File: config.mk
export PLATFORM = sky130hd
export DESIGN_NAME = lz_token_scheduler
export DESIGN_NICKNAME = d
export VERILOG_FILES = /design/src/rtl/lz_token_scheduler.sv
export SDC_FILE = /design/constraint.sdc
export NUM_CORES = 1
export LEC_CHECK = 0
export ABC_AREA = 0
export CAP_MARGIN = 25
export CORE_UTILIZATION = 57
export CTS_BUF_LIST = sky130_fd_sc_hd__clkbuf_8
export DETAILED_ROUTE_END_ITERATION = 6
export GPL_ROUTABILITY_DRIVEN = 0
export PLACE_DENSITY = 0.82
export SYNTH_ARGS = -nofsm -noshare
export SYNTH_HDL_FRONTEND = slang
export SYNTH_SLANG_ARGS = --single-unit
export TNS_END_PERCENT = 5
File: constraint.sdc
create_clock -name clock -period 3.46 [get_ports clock]
set_input_delay 0.692 -clock clock [delete_from_list [all_inputs] [get_ports clock]]
set_output_delay 0.692 -clock clock [all_outputs]
set_load 0.05 [all_outputs]
File: src/rtl/lz_token_scheduler.sv
// LZ77 token scheduler: buffers tokens and serialises them onto the shared Huffman
// table port as literal pulses or length/distance pulse pairs.
module lz_token_scheduler #(
  parameter int FIFO_DEPTH = 4,
  parameter int FIFO_BITS  = 2,
  parameter int MIN_MATCH  = 3
) (
  input  logic        clock,
  input  logic        reset,
  input  logic        tok_valid,
  input  logic [10:0] tok_distance,
  input  logic [7:0]  tok_length,
  input  logic [7:0]  tok_literal,
  output logic        tok_ready,
  input  logic        stall,
  input  logic        flush,
  output logic        lit_en,
  output logic        len_en,
  output logic        dist_en,
  output logic [7:0]  lit_code,
  output logic [8:0]  len_code,
  output logic [15:0] dist_code,
  output logic        busy,
  output logic        flush_done,
  output logic [15:0] token_count
);

  localparam int                   ENTRY_W     = 27;
  localparam logic [FIFO_BITS:0]   DEPTH_C     = (FIFO_BITS+1)'(FIFO_DEPTH);
  localparam logic [FIFO_BITS:0]   CNT_ONE     = (FIFO_BITS+1)'(1);
  localparam logic [FIFO_BITS-1:0] PTR_ONE     = FIFO_BITS'(1);
  localparam logic [7:0]           MIN_MATCH_C = 8'(MIN_MATCH);

  typedef enum logic {IDLE = 1'b0, DIST = 1'b1} state_t;

  logic [ENTRY_W-1:0]   mem [FIFO_DEPTH];
  logic [FIFO_BITS-1:0] wr_ptr;
  logic [FIFO_BITS-1:0] rd_ptr;
  logic [FIFO_BITS:0]   count;
  logic                 flush_pending;
  state_t               state;
  state_t               state_nxt;
  logic                 push;
  logic                 pop;
  logic                 head_valid;
  logic                 head_is_match;
  logic                 drain_done;
  logic                 lit_vld_p0;
  logic                 len_vld_p0;
  logic                 dist_vld_p0;
  logic [10:0]          hd_distance;
  logic [7:0]           hd_length;
  logic [7:0]           hd_literal;

  function automatic logic is_match(input logic [7:0] len);
    return len >= MIN_MATCH_C;
  endfunction

  assign {hd_distance, hd_length, hd_literal} = mem[rd_ptr];
  assign head_valid    = (count != '0);
  assign head_is_match = is_match(hd_length);
  assign tok_ready     = (count < DEPTH_C) && !flush_pending;
  assign push          = tok_valid && tok_ready;
  assign pop           = lit_vld_p0 || dist_vld_p0;
  assign busy          = head_valid || (state != IDLE);

  // Token FIFO: a match stays at the head until its distance has been issued
  always_ff @(posedge clock) begin
    if (!reset) begin
      wr_ptr <= '0;
      rd_ptr <= '0;
      count  <= '0;
    end else begin
      if (push) wr_ptr <= wr_ptr + PTR_ONE;
      if (pop)  rd_ptr <= rd_ptr + PTR_ONE;
      case ({push, pop})
        2'b10:   count <= count + CNT_ONE;
        2'b01:   count <= count - CNT_ONE;
        default: count <= count;
      endcase
    end
  end

  always_ff @(posedge clock) begin
    if (push) mem[wr_ptr] <= {tok_distance, tok_length, tok_literal};
  end

  always_ff @(posedge clock) begin
    if (!reset) state <= IDLE;
    else        state <= state_nxt;
  end

  always_comb begin
    state_nxt = state;
    unique case (state)
      IDLE: if (head_valid && !stall && head_is_match) state_nxt = DIST;
      DIST: if (!stall) state_nxt = IDLE;
    endcase
  end

  // Stage p0: issue decision for the head token
  always_comb begin
    lit_vld_p0  = 1'b0;
    len_vld_p0  = 1'b0;
    dist_vld_p0 = 1'b0;
    unique case (state)
      IDLE: begin
        if (head_valid && !stall) begin
          if (head_is_match) len_vld_p0 = 1'b1;
          else               lit_vld_p0 = 1'b1;
        end
      end
      DIST: if (!stall) dist_vld_p0 = 1'b1;
    endcase
  end

  // Stage p1: registered encode pulses; codes hold while their enable is low
  always_ff @(posedge clock) begin
    if (!reset) begin
      lit_en      <= 1'b0;
      len_en      <= 1'b0;
      dist_en     <= 1'b0;
      lit_code    <= '0;
      len_code    <= '0;
      dist_code   <= '0;
      token_count <= '0;
    end else begin
      lit_en  <= lit_vld_p0;
      len_en  <= len_vld_p0;
      dist_en <= dist_vld_p0;
      if (lit_vld_p0)  lit_code  <= hd_literal;
      if (len_vld_p0)  len_code  <= {1'b0, hd_length};
      if (dist_vld_p0) dist_code <= {5'b0, hd_distance};
      if (lit_en || dist_en) token_count <= token_count + 16'd1;
    end
  end

  // A fresh flush on an idle, empty block completes on the very next cycle
  assign drain_done = (flush_pending || flush) && (count == '0) && (state == IDLE)
                      && !(lit_en || len_en || dist_en);

  always_ff @(posedge clock) begin
    if (!reset) begin
      flush_pending <= 1'b0;
      flush_done    <= 1'b0;
    end else begin
      flush_done <= drain_done;
      if (drain_done) flush_pending <= 1'b0;
      else if (flush) flush_pending <= 1'b1;
    end
  end

endmodule

== Word level (Yosys, flattened, before mapping) ==
Memory sizes are Yosys's and may differ from the RTL's. A register that Yosys moved wholly into a read port is not among the register bits.
Cells that the tools add are included.
Storage, ports and cells
  register bits: 56
  bits in writable memories: 108
  output and inout port bits: 55
  memories kept: 1
Memories
  mem: words 4, width 27, read ports 1, clocked after memory_dff 1, wr ports 1, RTL line 36  | logic [ENTRY_W-1:0] mem [FIFO_DEPTH];
Operators by class
  add/sub/neg operators: 5
  magnitude comparators: 2
  equality and inequality tests: 2
  muxes and demuxes: 16
  bitwise logic cells: 2
  reduce and logical (&&, ||, !) cells: 20
Operator list (count)
  16-bit by 1-bit adder with 16-bit output, second input constant: 1
  1-bit 2-to-1 mux: 12
  8-bit by 2-bit greater-or-equal comparator with 1-bit output, second input constant: 1
  1-bit logical AND: 7
  1-bit logical OR: 6
  3-bit case mux with 2 select lines: 1
  2-bit by 1-bit adder with 2-bit output, second input constant: 2
  2-bit 2-to-1 mux: 2
  3-bit by 1-bit adder with 3-bit output, second input constant: 1
  1-bit zero test: 3
  3-bit zero test: 1
  3-bit less-than comparator, second input constant: 1
  3-bit nonzero test: 1
  3-bit by 1-bit subtractor with 3-bit output, second input constant: 1
  2-bit by 1-bit equality test with 1-bit output, second input constant: 1
  2-bit equality test, second input constant: 1
  1-bit NOT: 2
  1-bit case mux with 2 select lines: 1
  2-bit nonzero test: 1
  2-bit OR reduction: 1

== Longest topological paths before layout ==
  depth in word-level cells: 7
  depth in mapped cells: 11

== Worst setup path after synthesis ==
OpenSTA, ideal clock, no wires.
  kind: flip-flop to flip-flop
  start: reg with a tool-made name
  end: reg count[2]
  setup time: 0.070 ns
  data arrival time: 2.913 ns
  data required time: 3.390 ns
  slack: 0.477 ns
  stages on the path, launching flop included: 12
  buffers on the path: 1
  period minus slack after synthesis: 2.983 ns
  cells stage by stage: dfxtp_1 buf_4 mux4_2 nor4_4 nand3_1 nand2_1 ha_1 inv_1 fa_1 xor2_1 or3_1 a21oi_1
RTL lines
  end signal, assigned: RTL line 77  | 2'b10: count <= count + CNT_ONE;
  end signal, assigned: RTL line 78  | 2'b01: count <= count - CNT_ONE;
  end signal, assigned: RTL line 79  | default: count <= count;
  end, declared: RTL line 39  | logic [FIFO_BITS:0] count;

==> implementation parameters <==
Parameter                              Value

Placement
  HPWL after DPL ... 8070 um
  Count of buffers from port buffering ... 80
  Worst setup timing slack at the placement stage ... 0.381 ns
  Area after detailed placement ... 7400 um^2
  Cell count after placement ... 649

Run status
  Outcome ... complete, no violations

Finish
  Area growth from synthesis to layout ... 22.2%
  Post-layout instance area ... 7790 um^2
  Filler Cells Inserted ... 711
  Number of cells in the finished layout apart from fillers ... 682
  Antenna Diode Count ... 0
  Count of nets after finishing ... 568
  Ratio of cells with drive above 1 in the final layout ... 14.9%

Logic synthesis
  EDFF count, synth ... 108
  Yosys top cell area share ... 50.9%
  Seq/Total Area, Yosys ... 69.1%
  Average footprint of a synthesized cell ... 14.9 um^2
  Most instantiated library cell after synthesis ... edfxtp_1
  Cell type contributing the most total cell area after synthesis ... edfxtp_1
  Count of synthesis-stage warnings from yosys ... 0
  Cells after Synth ... 427
  Flip-flop and latch count after synthesis ... 166
  Count of different cell masters after synthesis ... 42
  Share of async-settable or async-resettable flops after synthesis ... 0%
  Ys flop type ... edfxtp_1
  Most frequent cells after synthesis ... 108 x edfxtp_1, 61 x nand2_1, 58 x dfxtp_1
  Cell area after technology mapping ... 6380 um^2
  Top area cells in the synthesized netlist ... edfxtp_1 51%, dfxtp_1 18%, mux4_2 9.5%

Power and ir drop
  Portion of total power attributed to sequential cells ... 50.1%
  Gate power share ... 24.5%
  Net load switching power ... 1.52 mW
  Static Leakage ... 2.70 nW
  Clock power frac ... 25.3%
  Power density over cell area ... 639 nW/um^2
  Total power after layout ... 4.98 mW
  Switching share of power ... 30.4%
  Internal power ... 3.47 mW
  Maximum vdd drop ... 0.000430 V

Die
  Placeable core region ... 10,900 um^2
  Standard-cell row count ... 38
  Horiz. Die Dim ... 108 um
  Die outline height ... 108 um
  Number of I/O pins ... 87
  Starting density of the core ... 58.6%
  Area of the die ... 11,600 um^2

Clock network
  Clock root buffer ... clkbuf_8
  Clock net sink count ... 166
  Clk slew on worst S/H paths ... 0.08 ns
  Hold bufs inserted after CTS ... 0
  Number of H-tree levels ... 4
  Bufs on Longest Clock Path ... 2
  CTS tree ... done
  Count of instances resized after the clock tree is built ... 0
  Total clock buffers created by CTS ... 17
  Post-CTS setup buffers ... 0
  Insertion delay of the later-clocked pin in the worst-skew pair ... 0.45 ns

Detailed routing
  Antenna-violating nets left ... 0
  Highest metal layer with signal wires ... met4
  Met3 routed WL ... 646 um
  Number of vias per cell ... 5.60
  Average routed wire per standard cell ... 17.4 um
  Met2 WL ... 6050 um
  DRT Pass-1 Iters ... 4
  Detailed router's first-iteration violation count ... 251
  Routed Wire Length ... 11,800 um
  Post-route DRC ... 0
  Routed length on met1 ... 4850 um
  Number of vias after detailed routing ... 3,821

Setup path
  Maximum fanout along the worst path ... 11
  Crit path DAT ... 3.42 ns
  R2R setup slack ... 0.42 ns
  Category of the most critical setup path ... reg2reg
  Kind of start point of the critical path ... register
  CP endpoint kind ... register
  WP data required ... 3.84 ns
  Reg-to-reg endpoint ... count[2]
  Reg2reg path depth ... 10

Run
  Maximum Capacitance Violations ... 0

Timing
  Period utilisation layout ... 87.8%
  Final-report hold violation count ... 0
  Max frequency ... 329 MHz
  Setup repair after global routing missed its margin ... no
  Final WS setup ... 0.421 ns
  Max-Slew Margin vs Limit ... 64.8%
  Final worst clock skew ... 0.0135 ns
  Setup violations, final ... 0
  Sum of negative setup slack ... 0 ns
  Slew at the pin with the worst max-slew slack ... 0.526 ns
  Final Slew Violations ... 0
  Post-layout minimum cycle time ... 3.04 ns

Global routing
  Wire length of the first global-routing pass ... 18,900 um
  Antenna violations before repair ... 0
  Number of global-route vias before repair ... 3,797
  Largest net degree at the start of global routing ... 40
  Global-route congestion overflow total ... 0
  Global-route total usage across every layer ... 22.6%

Min path
  Hold Path Origin ... len_code[7]
  Terminating pin of the worst hold path ... len_code[7]
  Min-Delay Path Depth ... 2
  Path class of the lowest-slack min-delay path ... reg2reg
power by group through the flow:
stage / registers, mW / logic [mW] / clock network (mW)
floorplan: 2.69 / 0.679 / 0
global placement: 2.53 / 1.20 / 0
detailed placement: 2.55 / 1.23 / 0
CTS: 2.50 / 1.23 / 1.29
global route: 2.53 / 1.31 / 1.36
finish: 2.50 / 1.22 / 1.26
per-layer routing:
metal / global-route usage [%] / vias to the layer above
li1: - / 1777
met3: 4.96 / 21
met5: 0 / -
met4: 12.7 / 0
met1: 26.9 / 1890
met2: 38.0 / 133
cells in the final DEF (no fill, tap or decap), types with 3 or more instances in the layout:
cell | netlist | final
o21ai_0 | 7 | 7
inv_1 | 8 | 13
nand2b_1 | 3 | 3
a21oi_1 | 21 | 21
nand2_1 | 61 | 61
nand3_1 | 8 | 8
mux4_2 | 27 | 27
nor3_1 | 4 | 4
xor2_1 | 12 | 12
ha_1 | 6 | 6
mux2i_1 | 14 | 14
nor2_1 | 23 | 23
conb_1 | 1 | 6
o21ai_1 | 3 | 3
clkbuf_8 | 0 | 18
edfxtp_1 | 108 | 108
clkinv_4 | 0 | 5
and2_1 | 4 | 4
clkdlybuf4s50_1 | 0 | 80
xnor2_1 | 4 | 4
dfxtp_1 | 58 | 57
or3_1 | 4 | 4
nand4_1 | 5 | 5
buf_4 | 7 | 19
flip-flops by register name, indices dropped and copies added (netlist names), named ones only:
name / count
dist_en: 1
count: 3
len_code: 8
state: 1
flush_done: 1
flush_pending: 1
lit_code: 8
len_en: 1
rd_ptr: 2
lit_en: 1
dist_code: 11
wr_ptr: 2
token_count: 16
mem: 108
worst max-delay path: stages (launching register included):
cell	delay, ns
dfxtp_2	0.56
mux4_2	0.61
nor4_4	0.34
nand3_1	0.17
nand2_1	0.10
ha_1	0.18
inv_1	0.06
fa_1	0.37
xor2_1	0.15
or3_1	0.30
a21oi_1	0.14
cell type report:
type                            count  area, um^2  share of cell area (%)
Clock inverter                     14         116                    1.49
Multi-Input combinational cell    236        1850                    23.7
Clock buffer                       18         248                    3.18
Inverter                            8        30.0                   0.385
Timing Repair Buffer              100         971                    12.5
Sequential cell                   166        4410                    56.5
Tap cell                          140         175                    2.25
kinds of logic (layout without fill, tap and decap cells):
kind of cell / after synthesis / after routing / share of synthesized area (%)
flip-flops: 166 / 166 / 69.1
AND/OR/NAND/NOR: 125 / 125 / 9.30
AO/OA/AOI/OAI: 41 / 41 / 3.91
multiplexers: 41 / 41 / 11.7
buffers and inverters: 30 / 140 / 2.24
XOR/XNOR: 16 / 16 / 2.20
adder cells (fa/ha/maj): 7 / 7 / 1.49
other: 1 / 6 / 0.0588
metrics by stage:
step | hold WS (ns) | utilization [%]
global route | 0.476 | 71.6
detailed placement | 0.447 | 68.0
global placement | 0.439 | 68.0
CTS | 0.459 | 71.3
floorplan | 0.481 | -
finish | 0.451 | 71.6
how the worst max path moves through the flow:
stage	from	to	slack, ns
final	register	count[2]	0.42
after global routing	register	count[2]	0.19
after CTS	register	count[2]	0.36
after detailed placement	register	count[2]	0.38
after global placement	register	count[2]	0.48
after floorplan	register	count[2]	0.48
(Power assumes the default switching activity.)
